File: config.mk
export PLATFORM = sky130hd
export DESIGN_NAME = demuxnx2_stream
export DESIGN_NICKNAME = d
export VERILOG_FILES = /design/src/rtl/demuxnx2_pkg.sv /design/src/rtl/demuxnx2_fifo2.sv /design/src/rtl/demuxnx2_stream.sv
export SDC_FILE = /design/constraint.sdc
export NUM_CORES = 1
export LEC_CHECK = 0
export ABC_AREA = 1
export BUFFER_PORTS_ARGS = -buffer_cell sky130_fd_sc_hd__buf_2
export CAP_MARGIN = 20
export CORE_MARGIN = 5
export CORE_UTILIZATION = 40
export CTS_CLUSTER_SIZE = 28
export DETAILED_ROUTE_END_ITERATION = 8
export GPL_TIMING_DRIVEN = 0
export PLACE_DENSITY_LB_ADDON = 0.25
export SLEW_MARGIN = 20
export SYNTH_ARGS = -nofsm -noshare
export SYNTH_HDL_FRONTEND = slang
export SYNTH_SLANG_ARGS = --single-unit
File: constraint.sdc
create_clock -name demuxnx2_port_clk -period 1.55 [get_ports demuxnx2_port_clk]
set_input_delay 0.0775 -clock demuxnx2_port_clk [delete_from_list [all_inputs] [get_ports demuxnx2_port_clk]]
set_output_delay 0.0775 -clock demuxnx2_port_clk [all_outputs]
set_load 0.02 [all_outputs]
File: src/rtl/demuxnx2_pkg.sv
// Shared constants and occupancy encoding for the 1-to-2 stream demultiplexer.
package demuxnx2_pkg;

  localparam int DEPTH = 2;
  localparam int OCC_W = 2;

  typedef enum logic [OCC_W-1:0] {
    OCC_EMPTY = 2'd0,
    OCC_ONE   = 2'd1,
    OCC_FULL  = 2'd2
  } occ_e;

endpackage

File: src/rtl/demuxnx2_fifo2.sv
// Two-entry FIFO for one output channel, with a wrapping count of words popped.
module demuxnx2_fifo2
  import demuxnx2_pkg::*;
#(
  parameter int M     = 16,
  parameter int CNT_W = 8
) (
  input  logic             clk,
  input  logic             rst_n,
  input  logic             push,
  input  logic [M-1:0]     push_data,
  input  logic             pop_ready,
  output logic             valid,
  output logic             full,
  output logic [M-1:0]     head_data,
  output logic [CNT_W-1:0] cnt
);

  occ_e             state_q;
  occ_e             state_d;
  logic [M-1:0]     mem [DEPTH];
  logic             wr_ptr;
  logic             rd_ptr;
  logic             do_push;
  logic             do_pop;
  logic [CNT_W-1:0] cnt_q;

  // Pushes are dropped when full, so the occupancy can never overflow.
  assign do_push = push && !full;
  assign do_pop  = valid && pop_ready;

  // Occupancy state register.
  always_ff @(posedge clk or negedge rst_n) begin
    if (!rst_n) begin
      state_q <= OCC_EMPTY;
    end else begin
      state_q <= state_d;
    end
  end

  // Occupancy moves up on a lone push and down on a lone pop.
  always_comb begin
    state_d = state_q;
    case (state_q)
      OCC_EMPTY: if (do_push) state_d = OCC_ONE;
      OCC_ONE: begin
        if (do_push && !do_pop) state_d = OCC_FULL;
        else if (do_pop && !do_push) state_d = OCC_EMPTY;
      end
      OCC_FULL:  if (do_pop) state_d = OCC_ONE;
      default:   state_d = OCC_EMPTY;
    endcase
  end

  // Status outputs come straight from the registered occupancy.
  always_comb begin
    valid = (state_q != OCC_EMPTY);
    full  = (state_q == OCC_FULL);
  end

  // Storage and pointers; reset clears entries so the head word reads zero.
  always_ff @(posedge clk or negedge rst_n) begin
    if (!rst_n) begin
      for (int i = 0; i < DEPTH; i++) begin
        mem[i] <= '0;
      end
      wr_ptr <= 1'b0;
      rd_ptr <= 1'b0;
    end else begin
      if (do_push) begin
        mem[wr_ptr] <= push_data;
        wr_ptr      <= ~wr_ptr;
      end
      if (do_pop) begin
        rd_ptr <= ~rd_ptr;
      end
    end
  end

  // Delivered-word counter, wraps silently at its maximum.
  always_ff @(posedge clk or negedge rst_n) begin
    if (!rst_n) begin
      cnt_q <= '0;
    end else if (do_pop) begin
      cnt_q <= cnt_q + CNT_W'(1);
    end
  end

  assign head_data = mem[rd_ptr];
  assign cnt       = cnt_q;

endmodule

File: src/rtl/demuxnx2_stream.sv
// Registered 1-to-2 demultiplexer: each tagged input word goes to the FIFO of its channel.
module demuxnx2_stream
  import demuxnx2_pkg::*;
#(
  parameter int M     = 16,
  parameter int CNT_W = 8
) (
  input  logic             demuxnx2_port_clk,
  input  logic             demuxnx2_port_rst_n,
  input  logic             demuxnx2_port_in_valid,
  output logic             demuxnx2_port_in_ready,
  input  logic             demuxnx2_port_in_sel,
  input  logic [M-1:0]     demuxnx2_port_in_data,
  output logic             demuxnx2_port_out0_valid,
  input  logic             demuxnx2_port_out0_ready,
  output logic [M-1:0]     demuxnx2_port_out0_data,
  output logic             demuxnx2_port_out1_valid,
  input  logic             demuxnx2_port_out1_ready,
  output logic [M-1:0]     demuxnx2_port_out1_data,
  output logic [CNT_W-1:0] demuxnx2_port_cnt0,
  output logic [CNT_W-1:0] demuxnx2_port_cnt1
);

  logic full0;
  logic full1;
  logic push0;
  logic push1;

  // Ready depends only on the selected channel's registered fullness, never on out ready.
  always_comb begin
    demuxnx2_port_in_ready = demuxnx2_port_in_sel ? !full1 : !full0;
    push0 = demuxnx2_port_in_valid && !demuxnx2_port_in_sel && !full0;
    push1 = demuxnx2_port_in_valid &&  demuxnx2_port_in_sel && !full1;
  end

  demuxnx2_fifo2 #(.M(M), .CNT_W(CNT_W)) u_ch0 (
    .clk       (demuxnx2_port_clk),
    .rst_n     (demuxnx2_port_rst_n),
    .push      (push0),
    .push_data (demuxnx2_port_in_data),
    .pop_ready (demuxnx2_port_out0_ready),
    .valid     (demuxnx2_port_out0_valid),
    .full      (full0),
    .head_data (demuxnx2_port_out0_data),
    .cnt       (demuxnx2_port_cnt0)
  );

  demuxnx2_fifo2 #(.M(M), .CNT_W(CNT_W)) u_ch1 (
    .clk       (demuxnx2_port_clk),
    .rst_n     (demuxnx2_port_rst_n),
    .push      (push1),
    .push_data (demuxnx2_port_in_data),
    .pop_ready (demuxnx2_port_out1_ready),
    .valid     (demuxnx2_port_out1_valid),
    .full      (full1),
    .head_data (demuxnx2_port_out1_data),
    .cnt       (demuxnx2_port_cnt1)
  );

endmodule
Word-level counts from Yosys, hierarchy flattened:

Index checks and enable logic that the tools add are counted.

* shift operators: 0
* reduce and logical (&&, ||, !) cells: 27
* multiplexer cells: 23
* bitwise logic cells: 8
* order comparisons: 6
* add/subtract/negate cells: 2
* divide/modulo/power cells: 0
* equality and inequality tests: 10
* $mul: 0

Operator list (count)
* 2-to-1 mux 16 bit: 8
* bitwise mux 32 bit: 2
* demux 16 bit (select 1 bit): 2
* adder 8 x 1 -> 8 bit, second input constant: 2
* 2-to-1 mux 2 bit: 8
* logical AND 1 bit: 14
* one-hot mux 2 bit (3 select lines): 2
* greater-or-equal comparator 2 bit, second input constant: 4
* inverter 1 -> 2 bit: 4
* zero test 1 bit: 7
* inequality test 3 x 1 -> 1 bit, second input constant: 2
* AND reduction 3 bit: 2
* equality test 2 x 1 -> 1 bit, second input constant: 2
* equality test 2 bit, second input constant: 2
* zero test 2 bit: 2
* < comparator 2 x 1 -> 1 bit, second input constant: 2
* inequality test 2 x 1 -> 1 bit, second input constant: 2
* inequality test 2 bit, second input constant: 2
* inverter 1 bit: 4
* nonzero test 2 bit: 2
* 2-to-1 mux 1 bit: 1

* memories kept: 0
* bits in writable memories: 0
* register bits after elaboration: 88
* memory bits (read-only): 0
* bits in latches: 0
* logic and storage cells: 88
* input port bits: 22

Depth between registers and ports, before layout:

* word-level depth: 9
* gate-level depth with buffers: 8

Cells and area by module:

From an unflattened synthesis, not the netlist that was laid out.

* cells, all modules: 508
* area, all modules: 4335.4 µm²

Modules (own cells, without submodules)
* demuxnx2_fifo2 at u_ch0: area each 2223.4 µm², times used 1, cells each 247
* demuxnx2_fifo2 at u_ch1: area each 2074.5 µm², times used 1, cells each 251
* demuxnx2_stream: area each 37.5 µm², times used 1, cells each 10

Worst setup path after synthesis:

No wires, ideal clock.

* path kind: register to register
* from: register u_ch1.state_q[0]
* to: register u_ch1.state_q[0]
* path slack: 0.067 ns
* arrival: 1.400 ns
* required time: 1.467 ns
* cell stages (with the launch flop): 8
* setup time: 0.083 ns
* cell sequence: dfrtp_1 -> inv_1 -> nand2_1 -> nand2_2 -> ha_1 -> nand3_1 -> nand3_1 -> o21ai_0

* elaborated cells between the ends (all ways): 18

RTL lines
* start, declared: line demuxnx2_fifo2.sv:19 `occ_e state_q;`
* start signal, assigned: line demuxnx2_fifo2.sv:37 `state_q <= state_d;`
* nonzero test 2 bit *: line demuxnx2_fifo2.sv:57 `valid = (state_q != OCC_EMPTY);`
* net demuxnx2_port_out1_valid: line demuxnx2_stream.sv:17 `output logic demuxnx2_port_out1_valid,`
* logical AND 1 bit *: line demuxnx2_fifo2.sv:30 `assign do_pop = valid && pop_ready;`
* zero test 1 bit: line demuxnx2_fifo2.sv:47 `if (do_push && !do_pop) state_d = OCC_FULL;`
* logical AND 1 bit: line demuxnx2_fifo2.sv:47
* inequality test 3 x 1 -> 1 bit (no source line) or 2-to-1 mux 2 bit (tied branches)
* AND reduction 3 bit (no source line) or one-hot mux 2 bit (3 select lines) (tied branches)

The timed path passes the listed nets; every way through them passes the cells marked *.
A chain may end at the register's enable or synchronous reset.

Worst setup path in the final report:

* from: register u_ch0.rd_ptr
* to: output demuxnx2_port_out0_data[10]

* word-level cells in the longest chain between the ends: 4

Ends and longest elaborated chain
* start, declared: line demuxnx2_fifo2.sv:23 `logic rd_ptr;`
* start signal, assigned: line demuxnx2_fifo2.sv:75 `rd_ptr <= ~rd_ptr;`
* inverter 1 -> 2 bit (not written as such): line demuxnx2_fifo2.sv:89 `assign head_data = mem[rd_ptr];`
* 2-to-1 mux 16 bit (not written as such) (3 in a row): line demuxnx2_fifo2.sv:89
* end, declared: line demuxnx2_stream.sv:16 `output logic [M-1:0] demuxnx2_port_out0_data,`

No other way between the ends. The select of a mux whose other input is x is not followed.

==> results.yml <==
clocking:
  cts_root_buf: "clkbuf_8"
  clock_latency_ns: 0.36
  cts_tree: "yes"
  cts_sinks: 88
  cts-buffers-inserted: 9
  clkSlewWorstSetupHoldPaths_ns: 0.09
  clockBufferDepth: 2
  h-tree-depth: 3
placed_design:
  hpwl_mm: 7.00
  dp_slack_ns: 0.0707
  portBuffers: 72
  place_congestion: 0.779
yosys:
  seq_area_frac_synth_pct: 52.1
  synthTopCellsByArea: "dfrtp_1, nand2_1, o21ai_2"
  syn-num-nets: 506
  synthCells: 480
  synth_top_cell_area_share_pct: 52.1
  synth_area_per_cell_sq_um: 8.80
  synth_cell_type_count: 26
  synth-seq-cells: 88
  synth_area_sq_um: 4220
  yosysWarnings: 0
  post-synth-top-area-cell: "dfrtp_1"
setup_path:
  endpoint_kind: "output port"
  arrival_ns: 1.43
  slowest_delay_ns: 0.46
  cp.required_ns: 1.47
  r2r-end: "u_ch0.state_q[0]$_DFFE_PN0P_"
  path_cells: "clkbuf_4 > o21ai_0 > buf_2"
  rrSetupSlack_ns: 0.13
  critPathCapture: "demuxnx2_port_out0_data[10]"
  timing.rr.start: "u_ch0.state_q[1]$_DFFE_PN0P_"
  path_max_fanout: 10
  slowest_stage: "dfrtp_2"
  crit_type: "reg2out"
  r2r_cells: 7
  worstSetupStartpointType: "flop"
  cp-startpoint: "u_ch0.rd_ptr$_DFFE_PN0P_"
global_route:
  grt_max_degree: 47
  overflow: 0
  grt_first_pass_wirelength_mm: 16.6
  grt_pass1_vias: 3424
  antenna_found_initial: 0
  track_usage_pct: 16.4
die:
  dieArea_sq_um: 12700
  rows: 37
  coreArea_sq_um: 10300
  start_util_pct: 40.9
  die-width_um: 113
  io_pins: 73
  die_y_um: 113
sta:
  rsz0062_at_grt: "false"
  period_share_pct: 97.5
  setup_viol_count_final: 0
  setup_ws_ns: 0.0385
  slew_violations: 0
  hold_viol_final: 0
  fin_skew_ns: 0.00950
  fmax_ghz: 0.662
  fin_crit_ns: 1.51
  holdWs_ns: 0.0424
  slew_headroom_pct: 60.5
  tightestPinTransition_ns: 0.592
status:
  outcome: "finished, final reports clean"
pwr:
  combPwrFrac_pct: 46.6
  p_sw_uw: 4350
  p_leak_uw: 0.00268
  ir_drop_v: 0.000800
  power_density_nw_per_um2: 1930
  pwr-share-clk_pct: 15.1
  swShare_pct: 43.2
  p_seq_share_pct: 38.2
  p_int_uw: 5720
layout:
  syn2layout_area_growth_pct: 23.2
  fin_util_pct: 50.4
  diodes: 0
  fillers: 995
  nNetsFinal: 608
  drive_above_1_share_pct: 26.9
routing:
  wl_per_cell_um: 13.7
  drt_iter0_drc: 148
  wirelength_mm: 9.87
  drc: 0
  via_per_inst: 4.67
  drt-pass1-iter-count: 6
  ant_nets: 0
  dr_total_vias: 3377
min_path:
  holdCritPathClass: "in2reg"
job:
  max-cap-violations: 0
per-layer routing:
layer	up-vias	track usage, %	wire [um]
li1	1701	-	-
met1	1591	23.1	4800
met2	68	24.9	4430
met3	17	2.09	376
met4	0	8.25	264
met5	-	0	0
power by group through the flow:
stage               registers (uW)  logic (uW)  clock network [uW]
floorplan                     3900        3020                   0
global placement              3830        4420                   0
detailed placement            3860        4510                   0
CTS                           3850        4640                1550
global route                  3990        5220                1650
finish                        3850        4690                1520
stage by stage:
stage | area, sq um | cells | TNS, ns | total power [uW]
CTS | 5170 | 721 | 0 | 10000
finish | 5200 | 723 | 0 | 10100
global placement | 4750 | 688 | -33.60 | 8240
detailed placement | 4780 | 689 | 0 | 8380
global route | 5200 | 723 | 0 | 10900
floorplan | 4220 | 480 | 0 | 6930
cells in the final DEF, fill, tap and decap left out, types with 2 or more instances in the layout:
| cell | synthesis | layout |
|---|---|---|
| clkbuf_8 | 1 | 13 |
| dfrtp_1 | 88 | 86 |
| nand2_2 | 2 | 2 |
| clkbuf_1 | 5 | 2 |
| dfrtp_2 | 0 | 2 |
| buf_6 | 9 | 9 |
| nand2_4 | 3 | 4 |
| inv_1 | 56 | 55 |
| nor2_1 | 12 | 12 |
| xor2_1 | 6 | 6 |
| o21ai_1 | 0 | 5 |
| inv_2 | 1 | 2 |
| nor2_4 | 5 | 5 |
| o21a_1 | 16 | 16 |
| o21ai_2 | 32 | 33 |
| nand4_1 | 6 | 6 |
| o21ai_0 | 38 | 32 |
| nand3_1 | 11 | 11 |
| nand2_1 | 173 | 172 |
| ha_1 | 4 | 4 |
| buf_2 | 3 | 66 |
| buf_4 | 1 | 13 |
| clkbuf_4 | 0 | 3 |
| dlygate4sd3_1 | 0 | 17 |
| xnor2_1 | 3 | 3 |
registers in the layout, indices dropped and copies added, names as in the netlist:
name / cells
u_ch0.rd_ptr: 1
u_ch0.mem: 32
u_ch0.wr_ptr: 1
u_ch1.wr_ptr: 1
u_ch0.cnt: 8
u_ch1.rd_ptr: 1
u_ch0.state_q: 2
u_ch1.mem: 32
u_ch1.cnt: 8
u_ch1.state_q: 2
repair_timing:
item / 4_1_cts / 5_1_grt
hold endpoints to repair: 58 / 0
hold buffers: 17 / 0
gates resized for setup: 17 / 16
pin swaps: 0 / 1
setup buffers: 0 / 3
endpoints found under the setup margin: 30 / 20
worst min-delay path by stage:
| stage | startpoint | depth (start not counted) | to |
|---|---|---|---|
| after detailed placement | demuxnx2_port_rst_n | 1 | u_ch0.cnt[7]$_DFFE_PN0P_ |
| after floorplan | demuxnx2_port_rst_n | 0 | u_ch0.cnt[0]$_DFFE_PN0P_ |
| after global routing | demuxnx2_port_out1_ready | 4 | u_ch1.cnt[1]$_DFFE_PN0P_ |
| after global placement | demuxnx2_port_in_data[6] | 3 | u_ch0.mem[22]$_DFFE_PN0P_ |
| final | demuxnx2_port_out1_ready | 3 | u_ch1.rd_ptr$_DFFE_PN0P_ |
| after CTS | demuxnx2_port_out1_ready | 4 | u_ch1.state_q[1]$_DFFE_PN0P_ |
cell usage after synthesis:
library cell  instances
nand2_2               2
nand2_1             173
nor2_4                5
a21oi_1               1
buf_2                 3
buf_6                 9
ha_1                  4
nand2_4               3
clkbuf_1              5
nand3b_1              1
buf_4                 1
nor2_8                1
nand3_1              11
clkinv_1              1
o21ai_2              32
xor2_1                6
clkbuf_8              1
o21ai_0              38
xnor2_1               3
o21a_1               16
nand4_1               6
inv_1                56
nor2_1               12
nor2_2                1
inv_2                 1
dfrtp_1              88
cell families (layout without fill, tap and decap cells):
group,Yosys count,in the layout,synth area share (%)
AOI/OAI and AO/OA,87,87,14.1
xor gates and xnor gates,9,9,1.87
adders and majority gates,4,4,1.18
buffers and inverters,77,184,8.86
DFF,88,88,52.1
and+or+nand+nor,215,215,21.9
area by class of cell:
cell class | instances | area, sq um | area share, %
Multi-Input combinational cell | 315 | 1660 | 31.9
Sequential cell | 88 | 2200 | 42.4
Clock buffer | 14 | 173 | 3.32
Buffer | 17 | 165 | 3.17
Tap cell | 136 | 170 | 3.27
Timing Repair Buffer | 93 | 598 | 11.5
Clock inverter | 2 | 12.5 | 0.240
Inverter | 58 | 223 | 4.28
worst max-delay path: cells and delay by family, from the launching register on:
kind,cells,cell delay (ns)
buffers and inverters,2,0.41
AO/OA/AOI/OAI,1,0.21
flip-flops,1,0.46
Power figures use the tool's default switching activity.
